==> config.mk <==
export PLATFORM = sky130hd
export DESIGN_NAME = bcd_serial_adder_ctrl
export DESIGN_NICKNAME = d
export VERILOG_FILES = /design/src/rtl/bcd_serial_adder_ctrl_pkg.sv /design/src/rtl/bcd_serial_adder_ctrl_digit_add.sv /design/src/rtl/bcd_serial_adder_ctrl.sv
export SDC_FILE = /design/constraint.sdc
export NUM_CORES = 1
export LEC_CHECK = 0
export BUFFER_PORTS_ARGS = -buffer_cell sky130_fd_sc_hd__buf_2
export CAP_MARGIN = 20
export CORE_AREA = 2 2 69 104
export DETAILED_ROUTE_END_ITERATION = 12
export DIE_AREA = 0 0 71 106
export HOLD_SLACK_MARGIN = 0.02
export PLACE_DENSITY = 0.7
export SLEW_MARGIN = 20
export SYNTH_ARGS = -nofsm -noshare
export SYNTH_HDL_FRONTEND = slang
export SYNTH_HIERARCHICAL = 1
export SYNTH_SLANG_ARGS = --single-unit
==> constraint.sdc <==
create_clock -name clk -period 3.3 [get_ports clk]
set_input_delay 0.66 -clock clk [delete_from_list [all_inputs] [get_ports clk]]
set_output_delay 0.66 -clock clk [all_outputs]
set_load 0.01 [all_outputs]
==> src/rtl/bcd_serial_adder_ctrl_pkg.sv <==
// Shared constants, state encoding and digit helpers for the digit-serial BCD adder.
package bcd_serial_adder_ctrl_pkg;

    localparam int         DIG_W    = 4;
    localparam logic [3:0] BCD_MAX  = 4'd9;
    localparam logic [3:0] BCD_CORR = 4'd6;

    typedef enum logic [1:0] {
        IDLE = 2'd0,
        RUN  = 2'd1,
        DONE = 2'd2
    } state_e;

    function automatic logic digit_invalid(input logic [3:0] d);
        return (d > BCD_MAX);
    endfunction

    function automatic logic [3:0] nines_comp(input logic [3:0] d);
        return (BCD_MAX - d);
    endfunction

endpackage

==> src/rtl/bcd_serial_adder_ctrl_digit_add.sv <==
// One-digit BCD adder with decimal correction; the single shared resource of the serial adder.
module bcd_digit_add
    import bcd_serial_adder_ctrl_pkg::*;
(
    input  logic [3:0] a_d,
    input  logic [3:0] b_d,
    input  logic       c,
    output logic [3:0] digit,
    output logic       carry
);

    logic [4:0] raw_s;

    // Binary sum of the two digits plus carry, corrected by +6 when it leaves the decimal range.
    always_comb begin
        raw_s = {1'b0, a_d} + {1'b0, b_d} + {4'b0000, c};
        if (raw_s > {1'b0, BCD_MAX}) begin
            digit = raw_s[3:0] + BCD_CORR;
            carry = 1'b1;
        end else begin
            digit = raw_s[3:0];
            carry = 1'b0;
        end
    end

endmodule

==> src/rtl/bcd_serial_adder_ctrl.sv <==
// Digit-serial NDIG-digit BCD adder controller (LSD first, one digit per cycle).
// Optional nines-complement subtraction is enabled by defining BCD_SUB_EN.
module bcd_serial_adder_ctrl
    import bcd_serial_adder_ctrl_pkg::*;
#(
    parameter int NDIG = 4
)(
    input  logic                  clk,
    input  logic                  rst_n,
    input  logic                  start,
    input  logic [4*NDIG-1:0]     a,
    input  logic [4*NDIG-1:0]     b,
    input  logic                  cin,
`ifdef BCD_SUB_EN
    input  logic                  sub,
`endif
    output logic                  busy,
    output logic                  done,
    output logic [4*NDIG-1:0]     sum,
    output logic                  cout,
    output logic                  err
);

    localparam int W     = DIG_W * NDIG;
    localparam int IDX_W = (NDIG > 1) ? $clog2(NDIG) : 1;

    state_e             state_r;
    state_e             state_next_s;
    logic [IDX_W-1:0]   idx_r;
    logic [W-1:0]       a_r;
    logic [W-1:0]       b_r;
    logic [W-1:0]       sum_r;
    logic               carry_r;
    logic               cout_r;
    logic               err_r;
    logic               busy_r;
    logic               done_r;

    logic               load_s;
    logic               step_s;
    logic               last_s;
    logic [W-1:0]       b_load_s;
    logic               carry_load_s;
    logic               err_load_s;
    logic [3:0]         dig_s;
    logic               dig_carry_s;

    assign last_s = (idx_r == IDX_W'(NDIG - 1));

    // Operands shift right each step, so the adder always sees the current digit in the low nibble.
    bcd_digit_add u_digit_add (
        .a_d   (a_r[3:0]),
        .b_d   (b_r[3:0]),
        .c     (carry_r),
        .digit (dig_s),
        .carry (dig_carry_s)
    );

    // Next-state logic: start is honoured only from IDLE or DONE.
    always_comb begin
        state_next_s = state_r;
        load_s       = 1'b0;
        step_s       = 1'b0;
        case (state_r)
            IDLE: begin
                if (start) begin
                    load_s       = 1'b1;
                    state_next_s = RUN;
                end else begin
                    state_next_s = IDLE;
                end
            end
            RUN: begin
                step_s = 1'b1;
                if (last_s) begin
                    state_next_s = DONE;
                end else begin
                    state_next_s = RUN;
                end
            end
            DONE: begin
                if (start) begin
                    load_s       = 1'b1;
                    state_next_s = RUN;
                end else begin
                    state_next_s = IDLE;
                end
            end
            default: begin
                state_next_s = IDLE;
            end
        endcase
    end

    // Load-time operand preparation: invalid-digit scan on the original inputs, optional complement of B.
    always_comb begin
        err_load_s   = 1'b0;
        b_load_s     = b;
        carry_load_s = cin;
        for (int i = 0; i < NDIG; i++) begin
            err_load_s = err_load_s | digit_invalid(a[i*DIG_W +: DIG_W])
                                    | digit_invalid(b[i*DIG_W +: DIG_W]);
        end
`ifdef BCD_SUB_EN
        if (sub) begin
            for (int i = 0; i < NDIG; i++) begin
                b_load_s[i*DIG_W +: DIG_W] = nines_comp(b[i*DIG_W +: DIG_W]);
            end
            carry_load_s = 1'b1;
        end else begin
            b_load_s     = b;
            carry_load_s = cin;
        end
`endif
    end

    // State register with registered status flags that track the next state.
    always_ff @(posedge clk or negedge rst_n) begin
        if (!rst_n) begin
            state_r <= IDLE;
            busy_r  <= 1'b0;
            done_r  <= 1'b0;
        end else begin
            state_r <= state_next_s;
            busy_r  <= (state_next_s == RUN);
            done_r  <= (state_next_s == DONE);
        end
    end

    // Operand, carry, index and result registers; result digits enter from the top of sum.
    always_ff @(posedge clk or negedge rst_n) begin
        if (!rst_n) begin
            a_r     <= {W{1'b0}};
            b_r     <= {W{1'b0}};
            sum_r   <= {W{1'b0}};
            carry_r <= 1'b0;
            cout_r  <= 1'b0;
            err_r   <= 1'b0;
            idx_r   <= {IDX_W{1'b0}};
        end else if (load_s) begin
            a_r     <= a;
            b_r     <= b_load_s;
            sum_r   <= {W{1'b0}};
            carry_r <= carry_load_s;
            cout_r  <= 1'b0;
            err_r   <= err_load_s;
            idx_r   <= {IDX_W{1'b0}};
        end else if (step_s) begin
            a_r     <= a_r >> DIG_W;
            b_r     <= b_r >> DIG_W;
            sum_r   <= (sum_r >> DIG_W) | (W'(dig_s) << (W - DIG_W));
            carry_r <= dig_carry_s;
            idx_r   <= idx_r + IDX_W'(1);
            if (last_s) begin
                cout_r <= dig_carry_s;
            end
        end
    end

    assign busy = busy_r;
    assign done = done_r;
    assign sum  = sum_r;
    assign cout = cout_r;
    assign err  = err_r;

endmodule

* After elaboration in Yosys (flattened, before gate mapping)
Index checks and enable logic that the tools add are counted.
W data, S select, Z words.
** Storage, ports and cells
- Flip-flop bits (word level) :: 57
- Bits of input ports :: 36
- Output and inout bits :: 20
- Logic and storage cells :: 62
** Operators by class
- Add/sub/neg operators :: 4
- $lt $le $gt $ge :: 9
- Eq/ne operators :: 5
- Mux-type cells :: 21
- Bitwise logic cells :: 8
- Reductions and logical operators :: 5
** Operators by type and width (count)
- $mux W16 :: 6
- $gt A4 B4 Y1 const B :: 8
- $or A12 B16 Y16 :: 1
- $mux W1 :: 10
- $or A1 B1 Y1 :: 7
- $eq A2 B2 Y1 const B :: 3
- $mux W2 :: 3
- $add A4 B4 Y5 :: 1
- $add A5 B1 Y5 :: 1
- $gt A5 B4 Y1 const B :: 1
- $add A4 B3 Y4 const B :: 1
- $eq A2 B1 Y1 const B :: 2
- $mux W4 :: 1
- $pmux W2 S2 :: 1
- $reduce_bool A2 Y1 :: 2
- $add A2 B1 Y2 const B :: 1
- $logic_not A2 Y1 :: 1
- $reduce_and A2 Y1 :: 1
- $reduce_or A2 Y1 :: 1

* Logic depth before layout (Yosys ltp)
- Depth after elaboration :: 8
- Mapped depth :: 8
- Mapped depth without buffers :: 8

* Cells and area by module
Netlist, hierarchy kept.
** Modules (own cells, without submodules)
- bcd_serial_adder_ctrl :: times used 1, cells each 234, area each 2368.5 um^2, seq. area each 1426.4 um^2
- bcd_digit_add :: times used 1, cells each 22, area each 211.5 um^2, seq. area each 0.0 um^2

* Least setup slack after synthesis
No wires, ideal clock.
- Kind :: register to register
- From :: register carry_r
- To :: register sum_r[15] (netlist: sum[15])
- Setup time :: 0.121 ns
- Arrival time :: 2.484 ns
- Data required time :: 3.179 ns
- Slack :: 0.695 ns
- Stages on the path, launching flop included :: 9
- Path buffers :: 0
- Cells stage by stage :: dfrtp_1 -> fa_1 -> fa_1 -> xnor2_1 -> ha_1 -> a31o_1 -> a2111oi_0 -> nor2b_1 -> a22o_1
** On the way
- Word-level cells in the longest chain between the ends :: 6
- Elaborated cells on any way between the ends :: 7
- Classes of those cells :: add/sub (2); order compare (1); mux (3); bitwise (1)
** Ends and longest elaborated chain
- from (decl) :: RTL line bcd_serial_adder_ctrl.sv:33 : logic carry_r;
- from (signal assigned) :: RTL line bcd_serial_adder_ctrl.sv:144 : carry_r <= carry_load_s;
- from (signal assigned) :: RTL line bcd_serial_adder_ctrl.sv:152 : carry_r <= dig_carry_s;
- $add A5 B1 Y5 (*) :: RTL line bcd_serial_adder_ctrl_digit_add.sv:16 : raw_s = {1'b0, a_d} + {1'b0, b_d} + {4'b0000, c};
- $add A4 B3 Y4 / $gt A5 B4 Y1 (equally long branches) :: RTL line bcd_serial_adder_ctrl_digit_add.sv:18, bcd_serial_adder_ctrl_digit_add.sv:17
- $mux W4 (*) :: RTL line bcd_serial_adder_ctrl_digit_add.sv:17 : if (raw_s > {1'b0, BCD_MAX}) begin
- via dig_s[3] :: RTL line bcd_serial_adder_ctrl.sv:45 : logic [3:0] dig_s;
- $or A12 B16 Y16 (*) :: RTL line bcd_serial_adder_ctrl.sv:151 : sum_r <= (sum_r >> DIG_W) | (W'(dig_s) << (W - DIG_W));
- $mux W16 (*) :: RTL line bcd_serial_adder_ctrl.sv:148 : end else if (step_s) begin
- $mux W16 (*) :: RTL line bcd_serial_adder_ctrl.sv:140 : end else if (load_s) begin
- to (signal assigned) :: RTL line bcd_serial_adder_ctrl.sv:135 : sum_r <= {W{1'b0}};
- to (signal assigned) :: RTL line bcd_serial_adder_ctrl.sv:143 : sum_r <= {W{1'b0}};
- to (signal assigned) :: RTL line bcd_serial_adder_ctrl.sv:151
- to (decl) :: RTL line bcd_serial_adder_ctrl.sv:32 : logic [W-1:0] sum_r;
The timed path passes the listed nets; every way through them passes the cells marked *. The select of a mux whose other input is x is not followed.
A chain may end at the register's enable or synchronous reset.

* Final worst setup path
Ends and elaborated chain as after synthesis.

==> impl_metrics.csv <==
group,metric,value,unit
routing,drt_iter0_markers,144,
floorplan,rows,37,
yosys,yosysSeqAreaShare,55.3,%
critical_path,reg2reg_slack,0.49,ns
finish,area_growth,18.3,%
routing,drtAntennaViolNets,0,
placed_design,port_buffers,55,
critical_path,worstPathRequired,3.52,ns
sta,slew_headroom,30.5,%
finish,antenna_cells,0,
placed_design,post_dp_cell_area,2880,sq um
sta,setup_violations,0,
sta,period_needed,2.81,ns
clock_network,clock_latency,0.33,ns
clock_network,post-cts-setup-buffers,0,
pwr,ir_worst_vdd,0.323,mV
yosys,synth_ff_type,"dfrtp_1",
finish,finalInstanceArea,3050,sq um
status,outcome,"finished clean",
clock_network,cts_resized,0,
yosys,synth_top_area_share,55.3,%
floorplan,dieArea,7530,sq um
critical_path,cp_max_fo,3,
floorplan,initial_utilization,38.4,%
placed_design,dpl.hpwl,4070,um
yosys,ys_ff_latch,57,
clock_network,numCtsBuffers,9,
routing,wl_per_cell,14.8,um
global_routing,grt_usage,16.5,%
floorplan,coreArea,6710,sq um
pwr,powerDensity,1140,nW/um^2
routing,vias_per_cell,5.34,
global_routing,grt.overflow.total,0,
yosys,synth_area_leaders,"dfrtp_1 55%, nand2_1 8.7%, a22o_1 6.5%",
yosys,synth_area,2580,sq um
global_routing,grt_start_max_net_pins,57,
yosys,synthCells,256,
sta,setup-tns-final,0,ns
yosys,ys_types,31,
floorplan,die_height,106,um
worst_hold_path,worstHoldPathType,"input pin to async pin",
yosys,synth_edf_count,0,
critical_path,regToRegStartpoint,"carry_r",
run,drv_cap,0,
global_routing,antenna_found_initial,0,
pwr,p_total,3.47,mW
clock_network,cts-root-buf,"clkbuf_8",
sta,worst_pin_slew,1.04,ns
clock_network,clk_pin_slew,0.06,ns
yosys,syn_avg_cell_area,10.1,sq um
sta,max_freq,0.356,GHz
sta,fin_skew,0.00951,ns
yosys,postSynthNetCount,299,
clock_network,cts_sinks,57,
floorplan,boundaryPins,56,
sta,final.period_utilization,85.2,%
yosys,yosysTopAreaCell,"dfrtp_1",
routing,vias,2086,
routing,finalWirelength,5790,um
floorplan,fp.dieW,71,um
global_routing,grt_pass1_vias,2041,
critical_path,crit_type,"flop to flop",
sta,hold_violations,0,
placed_design,place_congestion,0.782,
critical_path,timing.rr.end,"sum[15]",
routing,firstDrtPassIters,6,
finish,drive_above_1_share,24.6,%
yosys,synth_warnings,6,
critical_path,ff2ff_path_depth,8,
routing,route.detailed.drc,0,
clock_network,cts_buffer_depth,2,
clock_network,htreeDepth,3,
clock_network,cts_tree,"done",
finish,num-nets-final,351,
critical_path,setup.worst_path.end_class,"flop",
critical_path,cp.arrival,3.03,ns
pwr,cellLeakagePower,1.47,nW
sta,rsz0062_at_grt,"no",
finish,final_common_cell,"nand2_1",
critical_path,start_kind,"flop",
global_routing,grt_pass1_wl,9680,um
finish,final_cell_mix,"60 x nand2_1, 57 x dfrtp_1, 55 x buf_2",
sta,maxSlewViolCount,0,
yosys,async_flop_share,100,%
clock_network,holdBufCountCts,0,
-- power by group --
| part | total, mW | switching [mW] | internal (mW) |
|---|---|---|---|
| Sequential | 1.21 | 0.195 | 1.02 |
| Combinational | 1.69 | 0.947 | 0.740 |
| Clock | 0.571 | 0.261 | 0.310 |
| Total | 3.47 | 1.40 | 2.07 |
-- worst max-delay path by stage --
stage               startpoint  endpoint  slack (ns)  cells past startpoint
floorplan              carry_r   sum[15]        0.69                      8
global placement       carry_r   sum[15]        0.59                      8
detailed placement     carry_r   sum[15]        0.52                      8
CTS                    carry_r   sum[15]        0.51                      8
global route           carry_r   sum[15]        0.37                      8
finish                 carry_r   sum[15]        0.49                      8
-- cells by family after synthesis --
kind of cell	Yosys count	synth area share, %
simple gates	99	16.1
compound gates	70	19.0
flops	57	55.3
buf+inv	19	4.12
fa+ha+maj	7	3.98
xor+xnor	2	0.679
mux	2	0.776
-- layout make-up --
class	count	area, sq um
fill	669	3660
sequential	57	1430
multi-input combinational	180	1050
timing repair buffer	58	298
clock buffer	13	159
tap	78	97.6
clock inverter	3	15.0
inverter	2	7.51
-- flip-flops by register name, indices dropped and copies added (netlist names) --
name     flops
idx_r        2
busy         1
err          1
carry_r      1
a_r         16
cout         1
b_r         16
state_r      2
done         1
sum         16
-- worst max-delay path, stage by stage, from the launching register on --
cell and delay (ns):
dfrtp_1 0.40, fa_1 0.47, fa_1 0.42, xnor2_1 0.18
ha_1 0.24, a31o_1 0.23, a2111oi_0 0.45, nor2b_1 0.09
a22o_1 0.21
-- stage by stage --
stage               hold WS [ns]  util [%]  instances  setup slack (ns)
global placement           0.477      42.9        375             0.587
finish                     0.436      45.5        391             0.490
detailed placement         0.481      42.9        375             0.517
floorplan                  0.364         -        256             0.695
global route               0.495      45.5        391             0.374
CTS                        0.449      45.5        391             0.510
-- per-layer routing --
metal / up-vias / GRT usage [%] / wire [um] / part of all wire, %
li1: 997 / - / - / -
met1: 1018 / 19.9 / 2400 / 41
met2: 60 / 27.4 / 2960 / 51
met3: 11 / 4.74 / 312 / 5.4
met4: 0 / 6.74 / 115 / 2.0
met5: - / 0 / 0 / 0
-- Yosys cell counts, types with 2 or more instances --
library cell,count
a21oi_1,9
a22o_1,19
a22oi_1,3
a31oi_1,22
and3b_1,2
buf_2,10
buf_4,2
buf_6,2
clkbuf_1,3
dfrtp_1,57
fa_1,2
ha_1,5
inv_1,2
mux2i_1,2
nand2_1,60
nand2b_1,2
nand3_1,6
nor2_1,23
nor2b_1,2
o21ai_0,11
xnor2_1,2
No activity file was read; power rests on OpenSTA's default activity.
